==> src/rtl/ifetch_prefetch.sv <==
// Instruction prefetch stage: sequential fetch from a handshaked memory into a
// DEPTH-entry FIFO, credit-limited, with redirect flush and stale-response discard.
module ifetch_prefetch #(
  parameter int unsigned DEPTH    = 4,
  parameter logic [31:0] RESET_PC = 32'h0
) (
  input  logic        clk,
  input  logic        reset_n,
  input  logic        redirect,
  input  logic [31:0] redirect_pc,
  output logic        instr_valid,
  output logic [31:0] instr,
  output logic [31:0] instr_pc,
  input  logic        instr_ready,
  output logic        mem_req,
  output logic [31:0] mem_addr,
  input  logic        mem_gnt,
  input  logic        mem_rvalid,
  input  logic [31:0] mem_rdata
);
  localparam int unsigned PW = $clog2(DEPTH);
  localparam int unsigned CW = PW + 1;

  typedef enum logic [1:0] {BOOT, FETCH, FULL} state_t;

  state_t        state;
  logic [31:0]   data_mem [DEPTH];
  logic [31:0]   pc_mem   [DEPTH];
  logic [PW-1:0] rd_ptr, wr_ptr, rd_ptr_n;
  logic [CW-1:0] count, inflight, discard;
  logic [CW-1:0] count_n, inflight_n, total_n;
  logic [31:0]   resp_pc;
  logic [31:0]   head_instr_n, head_pc_n;
  logic          flush, grant, drop, push, pop;

  always_comb begin
    flush      = redirect & (state != BOOT);
    grant      = mem_req & mem_gnt;
    drop       = mem_rvalid & (discard != {CW{1'b0}});
    push       = mem_rvalid & ~drop & ~flush;
    pop        = instr_valid & instr_ready & ~flush;
    rd_ptr_n   = rd_ptr + PW'(pop);
    count_n    = count + CW'(push) - CW'(pop);
    inflight_n = inflight + CW'(grant) - CW'(mem_rvalid);
    total_n    = (flush ? {CW{1'b0}} : count_n) + inflight_n;
    // When the pushed word becomes the only entry, forward it straight to the head.
    if ((count - CW'(pop)) == {CW{1'b0}}) begin
      head_instr_n = mem_rdata;
      head_pc_n    = resp_pc;
    end else begin
      head_instr_n = data_mem[rd_ptr_n];
      head_pc_n    = pc_mem[rd_ptr_n];
    end
  end

  always_ff @(posedge clk) begin
    if (push) begin
      data_mem[wr_ptr] <= mem_rdata;
      pc_mem[wr_ptr]   <= resp_pc;
    end
  end

  always_ff @(posedge clk or negedge reset_n) begin
    if (!reset_n) begin
      state       <= BOOT;
      mem_req     <= 1'b0;
      mem_addr    <= RESET_PC;
      resp_pc     <= RESET_PC;
      instr_valid <= 1'b0;
      instr       <= 32'h0;
      instr_pc    <= 32'h0;
      count       <= '0;
      inflight    <= '0;
      discard     <= '0;
      rd_ptr      <= '0;
      wr_ptr      <= '0;
    end else begin
      inflight <= inflight_n;
      if (flush) begin
        // Everything still outstanding belongs to the old stream.
        count       <= '0;
        rd_ptr      <= '0;
        wr_ptr      <= '0;
        instr_valid <= 1'b0;
        discard     <= inflight_n;
        mem_addr    <= redirect_pc & ~32'd3;
        resp_pc     <= redirect_pc & ~32'd3;
      end else begin
        count       <= count_n;
        rd_ptr      <= rd_ptr_n;
        wr_ptr      <= wr_ptr + PW'(push);
        instr_valid <= (count_n != {CW{1'b0}});
        if (drop) discard <= discard - CW'(1);
        if (grant) mem_addr <= mem_addr + 32'd4;
        if (push) resp_pc <= resp_pc + 32'd4;
        if (count_n != {CW{1'b0}}) begin
          instr    <= head_instr_n;
          instr_pc <= head_pc_n;
        end
      end

      case (state)
        BOOT: begin
          state   <= FETCH;
          mem_req <= 1'b1;
        end
        FETCH, FULL: begin
          if (total_n == CW'(DEPTH)) begin
            state   <= FULL;
            mem_req <= 1'b0;
          end else begin
            state   <= FETCH;
            mem_req <= 1'b1;
          end
        end
        default: begin
          state   <= BOOT;
          mem_req <= 1'b0;
        end
      endcase
    end
  end

endmodule

==> config.mk <==
export PLATFORM = sky130hd
export DESIGN_NAME = ifetch_prefetch
export DESIGN_NICKNAME = d
export VERILOG_FILES = /design/src/rtl/ifetch_prefetch.sv
export SDC_FILE = /design/constraint.sdc
export NUM_CORES = 1
export LEC_CHECK = 0
export ABC_AREA = 1
export CORE_MARGIN = 2
export CORE_UTILIZATION = 40
export DETAILED_ROUTE_END_ITERATION = 6
export HOLD_SLACK_MARGIN = 0.05
export PLACE_DENSITY_LB_ADDON = 0.25
export SYNTH_ARGS = -nofsm -noshare
export SYNTH_HDL_FRONTEND = slang
export SYNTH_SLANG_ARGS = --single-unit
==> constraint.sdc <==
create_clock -name clk -period 9.9 [get_ports clk]
set_input_delay 1.485 -clock clk [delete_from_list [all_inputs] [get_ports clk]]
set_output_delay 1.485 -clock clk [all_outputs]
set_load 0.05 [all_outputs]
After elaboration in Yosys (flattened, before gate mapping)
Memories as Yosys holds them, arrays and structs flattened.
Index checks and enable logic that the tools add are counted.
{ "op_classes": {"reduce_logical": 10, "add_sub_neg": 11, "bitwise": 9, "n_eq_ne": 3, "muxes": 18} }
{ "ops": {"columns": ["cell", "n"], "rows": [
  ["$mux 32", 6],
  ["$add 32x3->32 const B", 2],
  ["$mux 3", 3],
  ["$sub 3x1->3", 3],
  ["$reduce_bool 2->1", 4],
  ["$and 1x1->1", 7],
  ["$add 3x1->3", 2],
  ["$mux 2", 3],
  ["$reduce_bool 3->1", 2],
  ["$add 2x1->2", 2],
  ["$mux 1", 4],
  ["$pmux 2 s2", 1],
  ["$add 3x3->3", 1],
  ["$eq 3x3->1 const B", 1],
  ["$logic_not 3->1", 1],
  ["$sub 3x1->3 const B", 1],
  ["$eq 2x1->1 const B", 1],
  ["$eq 2x2->1 const B", 1],
  ["$logic_not 2->1", 1],
  ["$not 1->1", 2],
  ["$pmux 1 s2", 1],
  ["$reduce_and 2->1", 1],
  ["$reduce_or 2->1", 1]
]} }
{ "word_totals": {"inputBits": 70, "elab_cells": 65, "ram_bits": 256, "regBits": 145, "n_memories": 2, "output_inout_bits": 98} }
{ "memory_table": {"columns": ["memory", "depth", "word_bits", "rd", "rd_ports_with_merged_regs", "wr", "line", "text"], "rows": [
  ["data_mem", 4, 32, 1, 0, 1, "27", "logic [31:0] data_mem [DEPTH];"],
  ["pc_mem", 4, 32, 1, 0, 1, "28", "logic [31:0] pc_mem [DEPTH];"]
]} }

Depth between registers and ports, before layout
Gate-level depths: netlist (run 1).
{ "depth": {"word_depth": 12, "ltp_mapped": 21, "mapped_depth_nobuf": 19} }

Worst setup path after synthesis (run 1)
OpenSTA, ideal clock, no wires.
{ "synth_timing": {"kind": "input to register", "start": "input port redirect", "end": "memory data_mem[0][0], enable pin", "arrival_ns": 6.221, "stages": 6, "setup_time_ns": 0.558, "path_buffers": 1, "required_time_ns": 9.342, "slack_ns": 3.120, "cell_sequence": "inv_1 nor2_1 buf_2 nor2_1 inv_1 nor3_1"} }
{ "synth_between": {"elab_chain_len": 5} }
{ "synth_lines": {"columns": ["element", "line", "text"], "rows": [
  ["from (decl)", "9", "input logic redirect,"],
  ["$and 1x1->1", "37", "flush = redirect & (state != BOOT);"],
  ["$not 1->1 (no line)", null, null],
  ["$and 1x1->1", "40", "push = mem_rvalid & ~drop & ~flush;"],
  ["$mux 1", "57", "if (push) begin"],
  ["$mux 1 (not written as such)", "58", "data_mem[wr_ptr] <= mem_rdata;"],
  ["to (decl)", "27", null]
]} }
Every way passes these cells.

Final worst setup path (run 1)
{ "layout_timing": {"start": "input port mem_rvalid", "end": "register instr[24]"} }
{ "layout_between": {"elab_chain_len": 8} }
{ "layout_lines": {"columns": ["element", "line", "text"], "rows": [
  ["from (decl)", "18", "input logic mem_rvalid,"],
  ["$and 1x1->1", "39", "drop = mem_rvalid & (discard != {CW{1'b0}});"],
  ["$not 1->1", "40", null],
  ["$and 1x1->1 (*) (2 in a row)", "40", null],
  ["$add 3x1->3 (*)", "43", "count_n = count + CW'(push) - CW'(pop);"],
  ["$sub 3x1->3 (*)", "43", null],
  ["$reduce_bool 3->1 (*)", "96", "if (count_n != {CW{1'b0}}) begin"],
  ["$reduce_and 2->1 (no line) (*)", null, null],
  ["to (signal assigned)", "97", "instr <= head_instr_n;"],
  ["to (decl)", "12", "output logic [31:0] instr,"]
]} }
Every way passes the cells marked *; elsewhere a longest branch is shown, timed or not.
A chain may end at the register's enable or synchronous reset.

==> flow_summary.json, run 1 <==
{
  "status": "complete, no violations",
  "synth_top_family_by_area": "simple AND/OR/NAND/NOR gates",
  "drv_cap": 0,
  "fin_nets": 2146,
  "critical_path_class": "input pin to flop",
  "fin_setup_tns_ps": 0,
  "synthArstFlopShare_pct": 35.8,
  "synth_compound_gate_area_share_pct": 7.60,
  "synth_area_per_cell_um2": 9.16,
  "detailedPlace.worstSlack_ps": 3450,
  "ir_drop_mv": 0.262,
  "period_share_pct": 58.0,
  "clk-insertion-delay-late_ps": 560,
  "grt_use_total_pct": 20.1,
  "dieArea_um2": 45800,
  "p_leak_nw": 8.54,
  "grt_pass1_vias": 13000,
  "first_iter_violations": 1097,
  "nFillCells": 4008,
  "worst_pin_slew_ps": 1100,
  "hold_buffers": 0,
  "cp_max_fo": 96,
  "synth_xor_area_share_pct": 0.539,
  "vias": 13600,
  "synth_edf_count": 248,
  "routabilityCongestion": 0.895,
  "startpoint_type": "input pin",
  "synthAdderAreaFrac_pct": 1.33,
  "final_max_slew_viol_count": 0,
  "initial_core_util_pct": 40.7,
  "max_freq_mhz": 174,
  "vias_per_cell": 5.06,
  "cts-resized-gates": 0,
  "required_ps": 10340,
  "num_rows": 76,
  "firstDrtPassIters": 5,
  "fin_worst_skew_ps": 17.3,
  "worst_slack_ps": 4160,
  "antenna_cells": 0,
  "htreeDepth": 2,
  "cts.reportedPaths.clkPinSlew_ps": 60,
  "die_w_um": 214,
  "wl_um": 46100,
  "relSlewSlack_pct": 26.4,
  "boundaryPins": 168,
  "grt_max_degree": 97,
  "layoutNonFillerInstCount": 2678,
  "hpwlAfterDp_um": 27800,
  "postSynthCellCount": 1925,
  "ctsRootBufferMaster": "clkbuf_16",
  "place.port_buffers": 161,
  "critical_path_arrival_ps": 6180,
  "post_cts_buffers": 0,
  "hold_class": "flop to flop",
  "muxShareOfSynthArea_pct": 0,
  "die_y_um": 214,
  "numPlacedInstances": 2600,
  "layout_min_cycle_time_ps": 5740,
  "stdcell_area_um2": 21100,
  "hold_violations": 0,
  "multiInputGateArea_um2": 5890,
  "drive_above_1_share_pct": 4.30,
  "ant_nets": 0,
  "grt_pass1_wl_um": 72900,
  "ys_seq_area_share_pct": 61.8,
  "cts.path.max_buffers": 3,
  "powerDensity_nw_per_um2": 347,
  "seqCellArea_um2": 10900,
  "drc": 0,
  "synth_area_um2": 17600,
  "cts_buffers": 42,
  "synth_warnings": 0,
  "cts_sinks": 386,
  "rsz0062_at_grt": "no",
  "worst_setup_path_end_kind": "flop",
  "synth_ff_type": "edfxtp_1",
  "ys_ff_latch": 386,
  "area_growth_pct": 19.5,
  "wl_per_cell_um": 17.2,
  "antenna_found_initial": 0,
  "cts_tree": "built",
  "finalSetupViolCount": 0,
  "synthSimpleGateAreaFrac_pct": 23.5,
  "synth_cell_types": 35,
  "fp.coreArea_um2": 43300,
  "placed_area_um2": 19700,
  "grt_overflow": 0
}
[stage by stage]
step | hold WS [ps] | utilization (%) | power [mW]
3_5_place_dp | 465 | 45.6 | 5.83
4_1_cts | 481 | 48.7 | 7.37
6_report | 477 | 48.7 | 7.31
3_3_place_gp | 461 | 45.6 | 5.77
5_1_grt | 491 | 48.7 | 7.84
2_1_floorplan | 502 | - | 4.76
[power by group]
part	internal, mW	switching (mW)
clock	0.893	0.635
combinational	1.01	2.31
sequential	2.10	0.348
[critical path, cell delays in order]
cell and delay (ps):
clkdlybuf4s50_1 570, nand3_1 380, nor2_1 320, inv_1 190, ha_1 300, inv_1 60
ha_1 120, inv_1 40, fa_1 380, inv_1 60, nand2_1 60, nand2_1 60
nand3_1 100, nand2_4 80, buf_4 770, inv_1 810, o211ai_1 270, nand2_1 80
[sequential cells by signal, summed over array words and instances (netlist names)]
register     count
rd_ptr           2
discard          3
data_mem       128
state            2
instr           32
wr_ptr           2
pc_mem         120
count            3
mem_addr        30
inflight         3
instr_valid      1
resp_pc         30
instr_pc        30
[layer usage]
| layer | vias up | global-route usage, % | share of wire (%) |
|---|---|---|---|
| met5 | - | 0 | 0 |
| met4 | 0 | 6.43 | 2.5 |
| met3 | 72 | 2.74 | 5.6 |
| met2 | 409 | 31.8 | 46 |
| met1 | 6430 | 28.6 | 46 |
| li1 | 6651 | - | - |
[logic make-up (layout without fill, tap and decap cells)]
group	count (synthesis)	after routing
buffers and inverters	215	380
other	1	4
flip-flops	386	386
AO/OA/AOI/OAI	254	254
XOR/XNOR	10	10
AND/OR/NAND/NOR	1042	1042
adder cells (fa/ha/maj)	17	17
[Yosys cell counts, types with 3 or more instances]
cell type	n	area share (%)
a22oi_1	3	0.13
nor3_1	8	0.23
a31oi_1	9	0.32
o21ai_0	131	3.7
edfxtp_1	248	42
inv_1	120	2.6
xor2_1	7	0.35
clkbuf_1	35	0.75
nand3_1	151	4.3
clkinv_1	3	0.064
buf_2	39	1.1
buf_4	11	0.47
nand4_1	9	0.32
buf_1	3	0.064
nand2_1	541	12
o21ai_1	53	1.5
o211ai_1	13	0.55
nor2_1	330	7.0
dfrtp_1	138	20
a21oi_1	40	1.1
ha_1	14	0.99
fa_1	3	0.34
[worst paths after layout]
path                       slack [ps]                  endpoint                     from  cells after the start
max                              4160     instr[24]$_DFFE_PN0P_               mem_rvalid                     18
min                               480   instr_pc[3]$_DFFE_PN0P_  instr_pc[3]$_DFFE_PN0P_                      2
max reg2reg                      5040     instr[24]$_DFFE_PN0P_   discard[0]$_DFFE_PN0P_                     19
min reg2reg                       480   instr_pc[3]$_DFFE_PN0P_  instr_pc[3]$_DFFE_PN0P_                      2
max in group asynchronous        7580  mem_addr[29]$_DFFE_PN0P_                  reset_n                      2
min in group asynchronous        1050     instr[11]$_DFFE_PN0P_                  reset_n                      1
[cells in the final DEF (no fill, tap or decap), types with 9 or more instances in the layout]
cell and n:
o21ai_0 131, inv_1 119, a31oi_1 9, nor2_1 329, a21oi_1 40, nand4_1 9
o21ai_1 53, dfrtp_1 138, ha_1 13, nand3_1 151, edfxtp_1 248, clkbuf_16 42
o211ai_1 13, buf_4 16, clkdlybuf4s50_1 160, clkbuf_1 15, nand2_1 540
[cell type report]
| cell class | instances | area share [%] |
|---|---|---|
| sequential | 386 | 51.7 |
| multi-input combinational | 1327 | 28.0 |
| timing repair buffer | 177 | 8.22 |
| clock buffer | 64 | 5.71 |
| tap | 585 | 3.47 |
| inverter | 125 | 2.23 |
| clock inverter | 14 | 0.659 |
No activity file was read; power rests on OpenSTA's default activity.
==> run 2, diff against run 1 <==
Clock period 9.9 ns to 5.3 ns, I/O delays scaled along.
==> flow_summary.json, run 2 (same netlist as run 1, synthesis figures left out) <==
{
  "status": "complete, no violations",
  "p_seq_share_pct": 33.2,
  "ctsRootBufferMaster": "clkbuf_16",
  "drv_cap": 0,
  "dieArea_um2": 45800,
  "finalPower_mw": 13.8,
  "place.port_buffers": 161,
  "wl_per_cell_um": 17.2,
  "whs_ps": 158,
  "boundaryPins": 168,
  "grt_overflow": 0,
  "post_cts_buffers": 0,
  "grt_max_degree": 125,
  "fin_setup_tns_ps": 0,
  "cp_max_fo": 95,
  "antenna_cells": 0,
  "grt_use_total_pct": 20.1,
  "worst_pin_slew_ps": 1060,
  "hold_class": "input pin to asynchronous set/reset pin",
  "numPlacedInstances": 2606,
  "antenna_found_initial": 0,
  "ir_drop_mv": 0.663,
  "drive_above_1_share_pct": 4.80,
  "largest-register": "data_mem",
  "layoutNonFillerInstCount": 2688,
  "clockPowerShare_pct": 21.3,
  "die_y_um": 214,
  "power.switching_mw": 6.23,
  "critical_path_class": "input pin to flop",
  "placed_area_um2": 19900,
  "relSlewSlack_pct": 29.1,
  "initial_core_util_pct": 40.7,
  "die_w_um": 214,
  "routabilityCongestion": 0.899,
  "largest_reg_flops": 128,
  "grt_pass1_vias": 13000,
  "comb_power_share_pct": 45.5,
  "critical_path_arrival_ps": 4160,
  "cts_tree": "built",
  "wl_um": 46300,
  "cts.reportedPaths.clkPinSlew_ps": 60,
  "finalSetupViolCount": 0,
  "cts_buffers": 44,
  "worst_slack_ps": 1590,
  "fp.coreArea_um2": 43300,
  "switching_share_pct": 45.1,
  "final_max_slew_viol_count": 0,
  "layout_common_cells": "nand2_1 (540), nor2_1 (329), edfxtp_1 (248)",
  "firstDrtPassIters": 6,
  "first_iter_violations": 1199,
  "fin_nets": 2154,
  "nFillCells": 4011,
  "powerDensity_nw_per_um2": 650,
  "cts.path.max_buffers": 3,
  "hpwlAfterDp_um": 28300,
  "clk-insertion-delay-late_ps": 570,
  "cts-resized-gates": 0,
  "cts_sinks": 386,
  "worst_setup_path_end_kind": "flop",
  "max_freq_mhz": 269,
  "p_leak_nw": 8.64,
  "hold_buffers": 0,
  "required_ps": 5750,
  "final_util_pct": 49.1,
  "detailedPlace.worstSlack_ps": 990,
  "worstRegToRegCells": 19,
  "htreeDepth": 2,
  "layout_commonest_cell": "nand2_1",
  "rsz0062_at_grt": "no",
  "layout_min_cycle_time_ps": 3710,
  "reg.largest.list": "data_mem (128), pc_mem (120), instr (32)",
  "hold_violations": 0,
  "fin_worst_skew_ps": 20.0,
  "vias_per_cell": 5.11,
  "grt_pass1_wl_um": 73000,
  "ant_nets": 0,
  "area_growth_pct": 20.6,
  "period_share_pct": 70.1,
  "vias": 13700,
  "num_rows": 76,
  "internal_power_mw": 7.58,
  "drc": 0,
  "startpoint_type": "input pin",
  "stdcell_area_um2": 21300
}
-- run 2: cell types whose count changed in the layout (fill, tap and decap cells not counted), sizes merged --
cell,previous run,this run
clkbuf,64,61
clkinv,11,20
buf,17,23
clkinvlp,2,0
-- run 2: final timing paths --
path	endpoint	slack (ps)	from
hold / removal	instr[10]$_DFFE_PN0P_	160	reset_n
setup / recovery	instr[30]$_DFFE_PN0P_	1590	mem_rvalid
setup reg to reg	instr[30]$_DFFE_PN0P_	1760	state[0]$_DFF_PN0_
hold reg to reg	instr[20]$_DFFE_PN0P_	470	instr[20]$_DFFE_PN0P_
min in group clk	instr[20]$_DFFE_PN0P_	470	instr[20]$_DFFE_PN0P_
max in group asynchronous	mem_addr[23]$_DFFE_PN0P_	4040	reset_n
-- run 2: power by group through the flow --
stage	sequential (mW)	combinational, mW	clock, mW
after floorplan	5.65	3.23	0
after global placement	4.61	6.21	0
after detailed placement	4.63	6.32	0
after global routing	4.68	6.99	3.12
after CTS	4.58	6.35	3.01
final	4.59	6.28	2.94
-- run 2: cell type report --
class	count	area (µm²)	share of cell area, %
Multi-Input combinational cell	1327	5890	27.7
Inverter	125	469	2.21
Tap cell	585	732	3.44
Sequential cell	386	10900	51.3
Timing Repair Buffer	183	1870	8.78
Clock buffer	61	1210	5.72
Clock inverter	21	181	0.853
-- run 2: worst max-delay path: stages --
cell and delay (ps):
clkdlybuf4s50_1 580, nand3_1 110, buf_4 180, nor2_1 220, inv_1 200, ha_1 310
inv_1 70, ha_1 130, inv_1 50, fa_1 380, inv_1 70, nand2_1 80
nand2_1 70, nand3_1 120, nand2_4 110, buf_12 320, nor2_1 80, o21ai_1 100
nand2_1 60
-- run 2: metal layers --
layer  GRT usage [%]  vias to the layer above  wire (µm)
met2            31.6                      472      21100
met3            2.90                       71       2770
met5               0                        -          0
met4            6.83                        0       1260
li1                -                     6669          -
met1            28.6                     6522      21200
